==> config.mk <==
export PLATFORM = sky130hd
export DESIGN_NAME = led_array_ctrl
export DESIGN_NICKNAME = d
export VERILOG_FILES = /design/src/rtl/led_array_pkg.sv /design/src/rtl/led_array_ctrl_channel.sv /design/src/rtl/led_array_ctrl.sv
export SDC_FILE = /design/constraint.sdc
export NUM_CORES = 1
export LEC_CHECK = 0
export ABC_AREA = 1
export CAP_MARGIN = 25
export CORE_ASPECT_RATIO = 1.75
export CORE_MARGIN = 1.5
export CORE_UTILIZATION = 36
export DETAILED_ROUTE_END_ITERATION = 10
export DONT_BUFFER_PORTS = 1
export HOLD_SLACK_MARGIN = 0.12
export PLACE_DENSITY = 0.57
export SETUP_SLACK_MARGIN = 0.5
export SYNTH_ARGS = -nofsm -noshare
export SYNTH_HDL_FRONTEND = slang
export SYNTH_SLANG_ARGS = --single-unit
==> constraint.sdc <==
create_clock -name clk -period 4.3 [get_ports clk]
set_input_delay 0.43 -clock clk [delete_from_list [all_inputs] [get_ports clk]]
set_output_delay 0.43 -clock clk [all_outputs]
set_load 0.005 [all_outputs]
==> src/rtl/led_array_pkg.sv <==
// -----------------------------------------------------------------------------
// led_array_pkg
// Shared types for the LED array controller.
//   mode_e      : per-channel display mode
//   cfg_state_e : configuration handshake FSM states
//   ch_cfg_t    : one channel's configuration record
// ch_cfg_t carries period/duty at fixed maximum widths so that a single
// packed type serves every parameterisation. Users zero-extend narrower
// values on the way in and compare at full width, so the upper bits stay 0.
// CNT_W must not exceed CNT_MAX_W, and PWM_W must not exceed PWM_MAX_W.
// -----------------------------------------------------------------------------
package led_array_pkg;

  localparam int CNT_MAX_W = 32;
  localparam int PWM_MAX_W = 16;

  typedef enum logic [1:0] {
    MODE_OFF    = 2'd0,
    MODE_STATIC = 2'd1,
    MODE_BLINK  = 2'd2,
    MODE_PWM    = 2'd3
  } mode_e;

  typedef enum logic {
    CFG_IDLE    = 1'b0,
    CFG_PENDING = 1'b1
  } cfg_state_e;

  typedef struct packed {
    logic                 src;     // 0 = val bus, 1 = AND of input buses
    mode_e                mode;
    logic [CNT_MAX_W-1:0] period;  // blink half-period minus 1
    logic [PWM_MAX_W-1:0] duty;    // PWM on-count
  } ch_cfg_t;

  localparam ch_cfg_t CH_CFG_RST = '{src: 1'b0, mode: MODE_OFF, period: '0, duty: '0};

  // A channel may take a new configuration only on a cycle where its
  // current mode is at a boundary, so the visible pattern never glitches.
  function automatic logic is_boundary(input mode_e mode, input logic blink_wrap,
                                       input logic pwm_last);
    logic b;
    b = 1'b1;
    if (mode == MODE_BLINK) b = blink_wrap;
    else if (mode == MODE_PWM) b = pwm_last;
    return b;
  endfunction

endpackage

==> src/rtl/led_array_ctrl_channel.sv <==
// -----------------------------------------------------------------------------
// led_channel
// One LED channel: configuration register, blink counter/phase and the
// registered LED slice.
// Ports:
//   clk, rst_n   : clock, synchronous active-low reset
//   i_pwm_cnt    : shared free-running PWM counter
//   i_apply      : load i_new_cfg this cycle (already used for this cycle's led)
//   i_new_cfg    : configuration to load on i_apply
//   i_src        : source value selected by the top using o_src_sel
//   o_src_sel    : source select in effect this cycle
//   o_boundary   : current mode is at a boundary this cycle
//   o_led        : registered LED slice
// -----------------------------------------------------------------------------
module led_channel
  import led_array_pkg::*;
#(
  parameter int WIDTH = 4,
  parameter int CNT_W = 16,
  parameter int PWM_W = 8
) (
  input  logic             clk,
  input  logic             rst_n,
  input  logic [PWM_W-1:0] i_pwm_cnt,
  input  logic             i_apply,
  input  ch_cfg_t          i_new_cfg,
  input  logic [WIDTH-1:0] i_src,
  output logic             o_src_sel,
  output logic             o_boundary,
  output logic [WIDTH-1:0] o_led
);

  ch_cfg_t          r_cfg;
  logic [CNT_W-1:0] r_cnt;
  logic             r_phase;
  logic [WIDTH-1:0] r_led;

  logic                 w_wrap;
  logic                 w_eff_src;
  mode_e                w_eff_mode;
  logic [PWM_MAX_W-1:0] w_eff_duty;
  logic                 w_eff_phase;
  logic                 w_pwm_on;
  logic [WIDTH-1:0]     w_led_next;

  assign w_wrap     = (CNT_MAX_W'(r_cnt) == r_cfg.period);
  assign o_boundary = is_boundary(r_cfg.mode, w_wrap, &i_pwm_cnt);

  // On the apply cycle the new configuration and the post-apply phase (1)
  // already drive the output register.
  assign w_eff_src   = i_apply ? i_new_cfg.src  : r_cfg.src;
  assign w_eff_mode  = i_apply ? i_new_cfg.mode : r_cfg.mode;
  assign w_eff_duty  = i_apply ? i_new_cfg.duty : r_cfg.duty;
  assign w_eff_phase = i_apply | r_phase;
  assign o_src_sel   = w_eff_src;

  assign w_pwm_on = (PWM_MAX_W'(i_pwm_cnt) < w_eff_duty);

  always_comb begin
    w_led_next = '0;
    unique case (w_eff_mode)
      MODE_OFF:    w_led_next = '0;
      MODE_STATIC: w_led_next = i_src;
      MODE_BLINK:  w_led_next = i_src & {WIDTH{w_eff_phase}};
      MODE_PWM:    w_led_next = i_src & {WIDTH{w_pwm_on}};
      default:     w_led_next = '0;
    endcase
  end

  always_ff @(posedge clk) begin
    if (!rst_n) begin
      r_cfg   <= CH_CFG_RST;
      r_cnt   <= '0;
      r_phase <= 1'b1;
      r_led   <= '0;
    end else begin
      r_led <= w_led_next;
      if (i_apply) begin
        r_cfg   <= i_new_cfg;
        r_cnt   <= '0;
        r_phase <= 1'b1;
      end else if (w_wrap) begin
        r_cnt   <= '0;
        r_phase <= ~r_phase;
      end else begin
        r_cnt <= r_cnt + CNT_W'(1);
      end
    end
  end

  assign o_led = r_led;

endmodule

==> src/rtl/led_array_ctrl.sv <==
// -----------------------------------------------------------------------------
// led_array_ctrl
// Drives NUM_CH LED channels of WIDTH bits. Each channel shows either the
// shared val bus or the AND of NUM_IN input buses, as OFF/STATIC/BLINK/PWM.
// Ports:
//   clk, rst_n        : clock, synchronous active-low reset
//   in_bus            : NUM_IN buses, bus k at [k*WIDTH +: WIDTH]
//   val               : shared value bus
//   cfg_valid/ready   : configuration handshake
//   cfg_ch, cfg_src, cfg_mode, cfg_period, cfg_duty : configuration fields
//   cfg_err           : one-cycle pulse for an out-of-range cfg_ch
//   led               : channel c at [c*WIDTH +: WIDTH]
//   dbg_cfg_state     : configuration FSM state
// Handshake: a request transfers on a rising edge where cfg_valid=1 and
// cfg_ready=1. cfg_ready stays low from acceptance until the config has
// been applied; cfg_valid during that time is ignored and must be held by
// the requester.
// -----------------------------------------------------------------------------
module led_array_ctrl
  import led_array_pkg::*;
#(
  parameter  int NUM_CH = 4,
  parameter  int WIDTH  = 4,
  parameter  int NUM_IN = 3,
  parameter  int CNT_W  = 16,
  parameter  int PWM_W  = 8,
  localparam int CH_W   = (NUM_CH > 1) ? $clog2(NUM_CH) : 1
) (
  input  logic                    clk,
  input  logic                    rst_n,
  input  logic [NUM_IN*WIDTH-1:0] in_bus,
  input  logic [WIDTH-1:0]        val,
  input  logic                    cfg_valid,
  output logic                    cfg_ready,
  input  logic [CH_W-1:0]         cfg_ch,
  input  logic                    cfg_src,
  input  logic [1:0]              cfg_mode,
  input  logic [CNT_W-1:0]        cfg_period,
  input  logic [PWM_W-1:0]        cfg_duty,
  output logic                    cfg_err,
  output logic [NUM_CH*WIDTH-1:0] led,
  output cfg_state_e              dbg_cfg_state
);

  cfg_state_e       r_state;
  logic             r_cfg_ready;
  logic             r_cfg_err;
  logic [CH_W-1:0]  r_tgt_ch;
  ch_cfg_t          r_pend;
  logic [PWM_W-1:0] r_pwm_cnt;

  logic [WIDTH-1:0]  w_src_and;
  logic              w_ch_ok;
  logic [NUM_CH-1:0] w_bound;
  logic [NUM_CH-1:0] w_apply;
  logic [NUM_CH-1:0] w_src_sel;
  logic [WIDTH-1:0]  w_src [NUM_CH];
  logic [WIDTH-1:0]  w_led [NUM_CH];

  always_comb begin
    w_src_and = '1;
    for (int k = 0; k < NUM_IN; k++) begin
      w_src_and = w_src_and & in_bus[k*WIDTH +: WIDTH];
    end
  end

  assign w_ch_ok = (32'(cfg_ch) < NUM_CH);

  // Only the targeted channel, at its own boundary, takes the pending config.
  always_comb begin
    for (int c = 0; c < NUM_CH; c++) begin
      w_apply[c] = (r_state == CFG_PENDING) && (32'(r_tgt_ch) == c) && w_bound[c];
    end
  end

  always_ff @(posedge clk) begin
    if (!rst_n) begin
      r_pwm_cnt <= '0;
    end else begin
      r_pwm_cnt <= r_pwm_cnt + PWM_W'(1);
    end
  end

  always_ff @(posedge clk) begin
    if (!rst_n) begin
      r_state     <= CFG_IDLE;
      r_cfg_ready <= 1'b1;
      r_cfg_err   <= 1'b0;
      r_tgt_ch    <= '0;
      r_pend      <= CH_CFG_RST;
    end else begin
      r_cfg_err <= 1'b0;
      unique case (r_state)
        CFG_IDLE: begin
          if (cfg_valid) begin
            if (w_ch_ok) begin
              r_tgt_ch    <= cfg_ch;
              r_pend      <= '{src:    cfg_src,
                               mode:   mode_e'(cfg_mode),
                               period: CNT_MAX_W'(cfg_period),
                               duty:   PWM_MAX_W'(cfg_duty)};
              r_state     <= CFG_PENDING;
              r_cfg_ready <= 1'b0;
            end else begin
              r_cfg_err <= 1'b1;
            end
          end
        end
        CFG_PENDING: begin
          if (|w_apply) begin
            r_state     <= CFG_IDLE;
            r_cfg_ready <= 1'b1;
          end
        end
        default: begin
          r_state     <= CFG_IDLE;
          r_cfg_ready <= 1'b1;
        end
      endcase
    end
  end

  for (genvar c = 0; c < NUM_CH; c++) begin : g_ch
    assign w_src[c] = w_src_sel[c] ? w_src_and : val;

    led_channel #(
      .WIDTH (WIDTH),
      .CNT_W (CNT_W),
      .PWM_W (PWM_W)
    ) u_ch (
      .clk        (clk),
      .rst_n      (rst_n),
      .i_pwm_cnt  (r_pwm_cnt),
      .i_apply    (w_apply[c]),
      .i_new_cfg  (r_pend),
      .i_src      (w_src[c]),
      .o_src_sel  (w_src_sel[c]),
      .o_boundary (w_bound[c]),
      .o_led      (w_led[c])
    );

    assign led[c*WIDTH +: WIDTH] = w_led[c];
  end

  assign cfg_ready     = r_cfg_ready;
  assign cfg_err       = r_cfg_err;
  assign dbg_cfg_state = r_state;

endmodule

==> Yosys cells after proc, flatten, opt, wreduce, memory -nomap -nowiden <==
Index checks and enable logic that the tools add are counted.
{ "totals": {"n_memories": 0, "wordCells": 153, "latch_bits": 0, "output_inout_bits": 19, "romBits": 0, "ram_bits": 0, "input_bits": 48, "register_bits": 231} }
{ "classes": {"eq_ne": 29, "n_mul": 0, "shift": 0, "n_reduce_logical": 25, "order_cmp": 4, "bitwise": 20, "n_div": 0, "muxes": 34, "addsub": 5} }
{ "op_table": {"columns": ["operator", "count"], "rows": [
  ["16-bit by 1-bit adder with 16-bit output, second input constant", 4],
  ["16-bit equality test", 4],
  ["8-bit by 16-bit < comparator with 1-bit output", 4],
  ["4-bit one-hot mux with 4 select lines", 4],
  ["4-bit AND", 10],
  ["2-bit equality test, second input constant", 18],
  ["8-bit two-way mux", 4],
  ["1-bit two-way mux", 16],
  ["4-bit two-way mux", 4],
  ["3-bit OR reduction", 4],
  ["2-bit by 1-bit equality test with 1-bit output, second input constant", 5],
  ["2-bit logical NOT", 5],
  ["8-bit by 1-bit adder with 8-bit output, second input constant", 1],
  ["1-bit logical AND", 8],
  ["2-bit two-way mux", 4],
  ["8-bit AND reduction", 1],
  ["2-bit OR reduction", 4],
  ["1-bit inverter", 6],
  ["1-bit OR", 4],
  ["1-bit one-hot mux with 2 select lines", 2],
  ["2-bit AND reduction", 2],
  ["4-bit OR reduction", 1],
  ["2-bit by 1-bit inequality test with 1-bit output, second input constant", 1],
  ["2-bit inequality test, second input constant", 1]
]} }

==> Depth between registers and ports, before layout <==
Gate-level depths: netlist of the first run.
{ "logic_depth": {"depth_word": 8, "mapped_depth": 19, "depth_no_buf": 18} }

==> Modules after synthesis <==
A second synthesis of the first run with hierarchy kept.
{ "unflattened": {"cells_unflattened": 1877, "hier_area_um2": 14496.4} }
{ "by_module_without_submodules": {"columns": ["mod", "area_per_inst_um2", "cells_per_inst", "n_inst"], "rows": [
  ["led_channel (g_ch[0].u_ch ...)", 3174.3, 407, 2],
  ["led_channel (g_ch[1].u_ch)", 3251.9, 410, 1],
  ["led_channel (g_ch[3].u_ch)", 3220.6, 420, 1],
  ["led_array_ctrl", 1675.4, 233, 1]
]} }

==> Worst setup path after synthesis of the first run <==
Ideal clock, no wire load.
{ "synth_timing": {"path_kind": "register -> register", "startpoint": "reg r_pwm_cnt[1]", "endpoint": "reg g_ch[2].u_ch.r_led[0]", "setup_time_ns": 0.070, "slack_ns": 1.786, "t_arrival_ns": 2.444, "synth_period_minus_slack_ns": 2.514, "stages_incl_launch_ff": 17, "cell_sequence": "dfxtp_1 -> ha_1 -> nand2_1 -> inv_1 -> nand3_1 -> nor2_1 -> nand2_1 -> nand3_1 -> nand3_4 -> buf_2 -> mux2i_1 -> ha_1 -> a21oi_1 -> o21ai_0 -> nor2_1 -> nand2_1 -> a21oi_1"} }
{ "synth_via": {"elab_chain_len": 8, "elab_cells_between_ends": 17, "cone_classes": "1 x order compare; 3 x eq/ne; 7 x mux; 3 x bitwise; 3 x reduce/logical"} }
{ "synth_rtl": {"columns": ["element", "line_no", "rtl"], "rows": [
  ["from (decl)", "led_array_ctrl.sv:50", "logic [PWM_W-1:0] r_pwm_cnt;"],
  ["from (signal assigned)", "led_array_ctrl.sv:80", "r_pwm_cnt <= r_pwm_cnt + PWM_W'(1);"],
  ["8-bit AND reduction", "led_array_ctrl_channel.sv:47", "assign o_boundary = is_boundary(r_cfg.mode, w_wrap, &i_pwm_cnt);"],
  ["1-bit two-way mux", "led_array_pkg.sv:45", "else if (mode == MODE_PWM) b = pwm_last;"],
  ["1-bit two-way mux", "led_array_pkg.sv:44", "if (mode == MODE_BLINK) b = blink_wrap;"],
  ["1-bit logical AND", "led_array_ctrl.sv:72", "w_apply[c] = (r_state == CFG_PENDING) && (32'(r_tgt_ch) == c) && w_bound[c];"],
  ["8-bit two-way mux or 1-bit two-way mux (tied branches)", "led_array_ctrl_channel.sv:53, led_array_ctrl_channel.sv:51", null],
  ["8-bit by 16-bit < comparator with 1-bit output or 4-bit two-way mux (tied branches)", "led_array_ctrl_channel.sv:57, led_array_ctrl.sv:124", null],
  ["4-bit AND (on tied branches)", "led_array_ctrl_channel.sv:65, led_array_ctrl_channel.sv:64", null],
  ["4-bit one-hot mux with 4 select lines *", "led_array_ctrl_channel.sv:61", "unique case (w_eff_mode)"],
  ["to (signal assigned)", "led_array_ctrl_channel.sv:77", "r_led <= w_led_next;"],
  ["to (decl)", "led_array_ctrl_channel.sv:36", "logic [WIDTH-1:0] r_led;"]
]} }
Mark *: on every way between the ends. The rest lies on a longest branch, timed or not.
A chain may end at the register's enable or synchronous reset.

==> Worst setup path after layout of the first run <==
{ "layout_timing": {"startpoint": "reg r_pwm_cnt[1]", "endpoint": "reg g_ch[0].u_ch.r_led[0]"} }
{ "layout_via": {"elab_chain_len": 8, "elab_cells_between_ends": 17, "cone_classes": "1 x order compare; 3 x eq/ne; 7 x mux; 3 x bitwise; 3 x reduce/logical"} }
{ "layout_rtl": {"columns": ["element", "line_no"], "rows": [
  ["8-bit AND reduction", "led_array_ctrl_channel.sv:47"],
  ["1-bit two-way mux", "led_array_pkg.sv:45"],
  ["1-bit two-way mux", "led_array_pkg.sv:44"],
  ["1-bit logical AND", "led_array_ctrl.sv:72"],
  ["8-bit two-way mux or 1-bit two-way mux (tied branches)", "led_array_ctrl_channel.sv:53, led_array_ctrl_channel.sv:51"],
  ["8-bit by 16-bit < comparator with 1-bit output or 4-bit two-way mux (tied branches)", "led_array_ctrl_channel.sv:57, led_array_ctrl.sv:124"],
  ["4-bit AND (on tied branches)", "led_array_ctrl_channel.sv:65, led_array_ctrl_channel.sv:64"],
  ["4-bit one-hot mux with 4 select lines *", "led_array_ctrl_channel.sv:61"],
  ["to (signal assigned)", "led_array_ctrl_channel.sv:77"],
  ["to (decl)", "led_array_ctrl_channel.sv:36"]
]} }
Marks and branches as above.

==> impl_metrics.toml, run 1 <==
[run_status]
status = "completed"

[critical_path]
timing.critical_path.cells = "ha_1 > nand2_1 > inv_1 > nand3_1 > nor2_1 > nand2_1 > nand3_1 > nand3_4 > mux2i_1 > ha_1 > a21oi_1 > o21ai_0 > nor2_1 > nand2_1 > a21oi_1"
crit_path_start_kind = "register"
setup.worst_path.class = "register to register"
worst-path-max-fanout = 45
crit_arrival_ns = 3.75
r2r-start = "r_pwm_cnt[1]$_SDFF_PN0_"
cp_top_family = "simple AND/OR/NAND/NOR gates"
cp_slowest_stage_delay_ns = 0.46
path_common_cell = "nand2_1"
cp.required_ns = 4.76
worst_setup_path_startpoint = "r_pwm_cnt[1]$_SDFF_PN0_"
critical_path.endpoint_type = "register"
cpMaxStageDelayCell = "dfxtp_1"
critical_path.n_buffers_inverters = 1

[pwr]
p_sw_uw = 1470
power.combinational.fraction_pct = 13.3
seqPwrFrac_pct = 45.8
largest_vdd_supply_drop_uv = 290
p_int_uw = 3770
power.share.clock_pct = 40.9
static-leakage-power_uw = 0.00515
power.share.switching_pct = 28.1
power_density_nw_per_um2 = 432

[clock_tree]
clock_path_buffers = 3
post-cts-setup-buffer-count = 0
cts-htree-levels = 1
clock_pin_slew_of_the_registers_on_the_worst_case_setup_and_hold_paths_ns = 0.07
clock_tree.root_cell = "clkbuf_16"
cts.sink_count = 231
insertion_delay_ns = 0.53
cts_tree = "yes"
cts_inserted_buffers = 24

[yosys]
mappedNetlistNets = 1564
post_synth_inst_count = 1483
syn_avg_cell_area_sq_um = 7.16
fraction_of_registers_with_async_set_or_reset_after_synthesis_pct = 0
synth.yosys.seq_area_share_pct = 43.6
synth-seq-cells = 231
synth_top_area_share_pct = 43.6
synth-edff-count = 0
yosys_warnings = 0
netlist_top_cells_area = "dfxtp_1 (44%), nand2_1 (13%), nor2_1 (7.2%)"
synth_top_flop_cell = "dfxtp_1"
mappedNetlistArea_sq_um = 10600
synth_top_area_cell = "dfxtp_1"
yosysUniqueCellTypes = 39

[route]
number_of_vias_in_the_routed_layout = 9058
routedWlPerCell_um = 14.4
drcViolationCount = 0
detail_route.vias_per_cell = 4.76
detailedRoute.firstPassIterationCount = 5
drtAntennaViolNets = 0
detailedRoute.firstIterationViolations = 461
totalWireLength_um = 27400

[grt]
track_usage_pct = 18.3
grt_antenna_before_repair = 0
first_pass_grt_wire_length_um = 44500
grt_max_degree = 98
first_global_vias = 8900
gr-total-overflow = 0

[timing]
report.final.hold_viol_count = 0
fmax_mhz = 304
fin_ws_ns = 1.01
post-route-min-period_ns = 3.29
tightest_slew_ns = 0.816
max-slew-margin-rel_pct = 45.5
rsz0062_at_grt = "false"
timing.final.crit_share_pct = 76.5
finClkSkew_ns = 0.00841
fin_tns_setup_ns = 0
report.final.slew_viol_count = 0
setup_violations = 0

[place]
gp_routability_congestion = 0.873
placement.io_buffers = 0
post-place-ws_ns = 1.08
dp_cells = 1827
post-dp-hpwl_um = 19400

[min_path]
hold_path.class = "primary input to register"
worst_hold_startpoint = "val[3]"

[die]
chipWidth_um = 133
ioPinCount = 67
die_height_um = 230
fp.dieArea_sq_um = 30600
initial_utilization_pct = 36.4
rows = 83
core-area_sq_um = 29200

[final_layout]
layout-drive-gt1-share_pct = 5.72
final_core_util_pct = 41.5
syn2layout_area_growth_pct = 14.1
num-nets-final = 1584
final_cell_count_no_fill = 1902
antennaDiodeCount = 0

[flow_run]
drv_cap = 0
kinds of logic (layout without fill, tap and decap cells):
| family | Yosys count | in the layout | synth area share [%] |
|---|---|---|---|
| buffers and inverters | 229 | 266 | 8.23 |
| muxes | 32 | 32 | 3.09 |
| and+or+nand+nor | 677 | 677 | 27.0 |
| AOI/OAI and AO/OA | 267 | 267 | 13.2 |
| DFF | 231 | 231 | 43.6 |
| adders and majority gates | 33 | 33 | 3.89 |
| xor gates and xnor gates | 13 | 13 | 1.07 |
| other | 1 | 1 | 0.0353 |
metal layers:
metal,wire (um),track usage [%]
met5,0,0
met2,14100,34.5
met3,783,2.01
met1,11300,19.9
met4,1300,9.17
layout make-up:
type | count | area, sq um
clock buffer | 33 | 696
clock inverter | 10 | 110
fill | 2949 | 17100
inverter | 187 | 702
multi-input combinational | 1023 | 5120
sequential | 231 | 4620
tap | 382 | 478
timing repair buffer | 36 | 385
synthesized netlist by cell type (8+ instances only):
| cell type | count |
|---|---|
| xor2_1 | 12 |
| nand2_1 | 364 |
| inv_1 | 179 |
| ha_1 | 33 |
| buf_2 | 8 |
| o21ai_0 | 123 |
| nand3_1 | 18 |
| a21oi_1 | 127 |
| nor3_1 | 23 |
| nand4_1 | 8 |
| inv_2 | 8 |
| dfxtp_1 | 231 |
| nor3b_1 | 21 |
| nor2_1 | 205 |
| or2_2 | 8 |
| mux2i_1 | 30 |
| clkbuf_1 | 31 |
placed cells by master (no fill, tap or decap), types with 5 or more instances in the layout:
| master | netlist | layout |
|---|---|---|
| nor4_1 | 5 | 5 |
| mux2i_1 | 30 | 30 |
| nand2_2 | 7 | 7 |
| ha_1 | 33 | 33 |
| nand3_1 | 18 | 18 |
| inv_1 | 179 | 179 |
| dfxtp_1 | 231 | 231 |
| nor3b_1 | 21 | 21 |
| clkbuf_16 | 0 | 25 |
| or2_2 | 8 | 8 |
| clkinv_2 | 0 | 5 |
| inv_2 | 8 | 8 |
| o21ai_0 | 123 | 123 |
| nor2_1 | 205 | 205 |
| nand4_1 | 8 | 8 |
| a21oi_1 | 127 | 127 |
| nor3_1 | 23 | 23 |
| nor2_2 | 5 | 5 |
| xor2_1 | 12 | 12 |
| nand2_1 | 364 | 364 |
| dlygate4sd3_1 | 0 | 30 |
path summary, 6_finish.rpt:
kind / endpoint / slack [ns] / cells past startpoint
hold reg to reg: r_pwm_cnt[0]$_SDFF_PN0_ / 0.46 / 1
setup reg to reg: g_ch[0].u_ch.o_led[0]$_SDFF_PN0_ / 1.01 / 15
setup / recovery: g_ch[0].u_ch.o_led[0]$_SDFF_PN0_ / 1.01 / 15
hold / removal: g_ch[3].u_ch.o_led[3]$_SDFF_PN0_ / 0.22 / 4
per-stage QoR:
stage          hold slack, ns  total power [uW]  cell area (sq um)
2_1_floorplan           0.430              2900              10600
3_3_place_gp            0.446              3100              11000
3_5_place_dp            0.450              3110              11000
4_1_cts                 0.207              5290              12100
5_1_grt                 0.242              5490              12100
6_report                0.221              5240              12100
power groups by stage:
stage	Clock, uW	Combinational, uW	Sequential [uW]
finish	2140	697	2400
global route	2270	805	2410
CTS	2180	702	2400
detailed placement	0	663	2450
global placement	0	654	2440
floorplan	0	515	2380
registers in the layout, indices dropped and copies added, names as in the netlist:
name	flops
g_ch.u_ch.o_led	16
g_ch.u_ch.r_phase	4
r_tgt_ch	2
dbg_cfg_state	1
r_pend	27
g_ch.u_ch.r_cnt	64
g_ch.u_ch.r_cfg	108
r_pwm_cnt	8
cfg_ready	1
repair_timing:
action / CTS / global route
hold buffers: 31 / 0
gates resized for setup: 0 / 0
hold endpoints to repair: 98 / 0
setup endpoints to repair: 0 / 0
tightest hold or removal path, delay by kind of cell:
family          cells  cell delay, ns
simple gates        1            0.06
compound gates      2            0.13
buf+inv             1            0.09
Note: power is estimated with default switching activity, not from simulation.
==> inputs of run 2 (changes only) <==
- PLACE_DENSITY: 0.57 -> 0.59
- clock period: 4.3 -> 2.85 ns (I/O delays scaled with it)
==> run 2 against run 1 <==
  * Hold slack got worse by 0.047 ns
  * Die area did not move
  * Final cell count rose by 4.5%
  * Design area rose by 10%
  * Sequential power rose by 51%
  * Power rose by 53%
  * Utilization rose by 4.3 points
  * Critical path depth did not move
  * Critical path type unchanged
  * Largest cell class unchanged
==> impl_metrics.toml, run 2 (synthesis results as in run 1) <==
[critical_path]
timing.reg2reg.worst_path_depth = 15
worstSetupPathDepth = 15
critical_path.endpoint_type = "register"
crit_arrival_ns = 2.96
setup.worst_path.class = "register to register"
worst-path-max-fanout = 6
timing.critical_path.cells = "ha_4 > nand2_4 > inv_4 > nand3_4 > nor2_4 > nand2_4 > nand3_4 > nand3_4 > mux2i_2 > ha_1 > a21oi_2 > o21ai_1 > nor2_1 > nand2_2 > a21oi_2"
crit_path_start_kind = "register"
cpMaxStageDelayCell = "dfxtp_4"
path_common_cell = "nand3_4"
cp_top_family = "simple AND/OR/NAND/NOR gates"
critical_path.n_buffers_inverters = 1
cp.required_ns = 3.31
cp_slowest_stage_delay_ns = 0.36

[place]
post-dp-hpwl_um = 19800
gp_routability_congestion = 0.860
placement.io_buffers = 0
dp_cells = 1844
post-place-ws_ns = 0.0954

[timing]
fin_tns_setup_ns = 0
report.final.slew_viol_count = 0
rsz0062_at_grt = "true"
timing.final.crit_share_pct = 87.5
fmax_mhz = 401
finClkSkew_ns = 0.00638
tightest_slew_ns = 0.746
max-slew-margin-rel_pct = 50.2
setup_violations = 0
fin_ws_ns = 0.357
post-route-min-period_ns = 2.49
report.final.hold_viol_count = 0

[grt]
grt_max_degree = 98
first_global_vias = 9481
track_usage_pct = 19.0
grt_antenna_before_repair = 0
gr-total-overflow = 0
first_pass_grt_wire_length_um = 46700

[route]
detail_route.vias_per_cell = 4.86
number_of_vias_in_the_routed_layout = 9659
drtAntennaViolNets = 0
detailedRoute.firstPassIterationCount = 5
detailedRoute.firstIterationViolations = 305
totalWireLength_um = 29600
routedWlPerCell_um = 14.9
drcViolationCount = 0

[clock_tree]
cts.sink_count = 231
clock_pin_slew_of_the_registers_on_the_worst_case_setup_and_hold_paths_ns = 0.07
cts_inserted_buffers = 24
clock_tree.root_cell = "clkbuf_16"
insertion_delay_ns = 0.53
clock_path_buffers = 3
cts_tree = "yes"
cts-htree-levels = 1

[final_layout]
final_common_cell = "nand2_1"
final_cell_count_no_fill = 1987
reg_top3 = "g_ch.u_ch.r_cfg x108, g_ch.u_ch.r_cnt x64, r_pend x27"
antennaDiodeCount = 0
most-common-layout-cells = "nand2_1 (341), nor2_1 (188), dfxtp_1 (151), inv_1 (149), o21ai_0 (118)"
largest_reg_flops = 108
regMostFlops = "g_ch.u_ch.r_cfg"
num-nets-final = 1670
layout-drive-gt1-share_pct = 23.2
syn2layout_area_growth_pct = 26.0

[die]
initial_utilization_pct = 36.4
rows = 83
core-area_sq_um = 29200
die_height_um = 230
chipWidth_um = 133
fp.dieArea_sq_um = 30600
ioPinCount = 67

[pwr]
power.share.switching_pct = 29.0
p_sw_uw = 2330
power.share.clock_pct = 38.3
static-leakage-power_uw = 0.00561
power.combinational.fraction_pct = 16.6
largest_vdd_supply_drop_uv = 513
seqPwrFrac_pct = 45.1
power_density_nw_per_um2 = 600
p_int_uw = 5700

[flow_run]
drv_cap = 0

[run_status]
status = "completed"

[min_path]
holdPathStages = 3
hold_path.class = "primary input to register"
-- run 2: cell types whose count changed in the layout (fill, tap and decap cells not counted), sizes merged --
cell	delta
dlygate4sd3	+4
clkbuf	+2
inv	-1
bufinv	-2
nand3	+4
buf	+78
-- run 2: metrics by stage --
step           util, %  power [uW]  area [sq um]  hold WS [ns]
2_1_floorplan        -        4380         10700         0.420
3_3_place_gp      38.1        4680         11100         0.425
3_5_place_dp      38.1        4700         11100         0.427
4_1_cts           44.2        8010         12900         0.149
5_1_grt           45.8        8420         13400         0.181
6_report          45.8        8030         13400         0.174
-- run 2: worst register-to-register path: cells and delay by family (launching register included) --
| kind | cells | cell delay [ns] |
|---|---|---|
| AOI/OAI and AO/OA | 3 | 0.35 |
| adders and majority gates | 2 | 0.47 |
| buffers and inverters | 1 | 0.07 |
| DFF | 1 | 0.36 |
| muxes | 1 | 0.23 |
| and+or+nand+nor | 8 | 0.94 |
-- run 2: path summary, 6_finish.rpt --
check,end,slack [ns],start
setup / recovery,g_ch[3].u_ch.o_led[3]$_SDFF_PN0_,0.36,r_pwm_cnt[0]$_SDFF_PN0_
hold / removal,r_pend[23]$_SDFFE_PN0P_,0.17,rst_n
setup reg to reg,g_ch[3].u_ch.o_led[3]$_SDFF_PN0_,0.36,r_pwm_cnt[0]$_SDFF_PN0_
hold reg to reg,g_ch[1].u_ch.r_cnt[0]$_SDFF_PP0_,0.43,g_ch[1].u_ch.r_cnt[0]$_SDFF_PP0_
-- run 2: area by class of cell --
cell class,instances,area [sq um]
Fill cell,2884,15800
Multi-Input combinational cell,1027,5640
Sequential cell,231,4770
Timing Repair Buffer,118,1030
Clock buffer,35,713
Inverter,187,712
Tap cell,382,478
Clock inverter,7,41.3
-- run 2: metal layers --
| metal | up-vias | GRT usage (%) | share of wire (%) |
|---|---|---|---|
| met3 | 105 | 2.25 | 3.7 |
| met5 | - | 0 | 0 |
| met1 | 4404 | 19.6 | 37 |
| met4 | 0 | 11.6 | 6.1 |
| met2 | 213 | 36.0 | 53 |
| li1 | 4937 | - | - |
-- run 2: what timing repair did --
action                                 in CTS  in global routing
buffers inserted                           35                 26
pin swaps                                  49                 61
resized for setup                         136                111
hold buffers                               35                  0
cloned                                      4                  0
setup endpoints to repair                  48                 46
endpoints found under the hold margin     110                  0
-- run 2: power groups by stage --
stage | registers [uW] | logic, uW | clock network (uW)
floorplan | 3590 | 783 | 0
detailed placement | 3690 | 1010 | 0
finish | 3620 | 1330 | 3070
global route | 3640 | 1490 | 3280
global placement | 3680 | 998 | 0
CTS | 3620 | 1240 | 3140
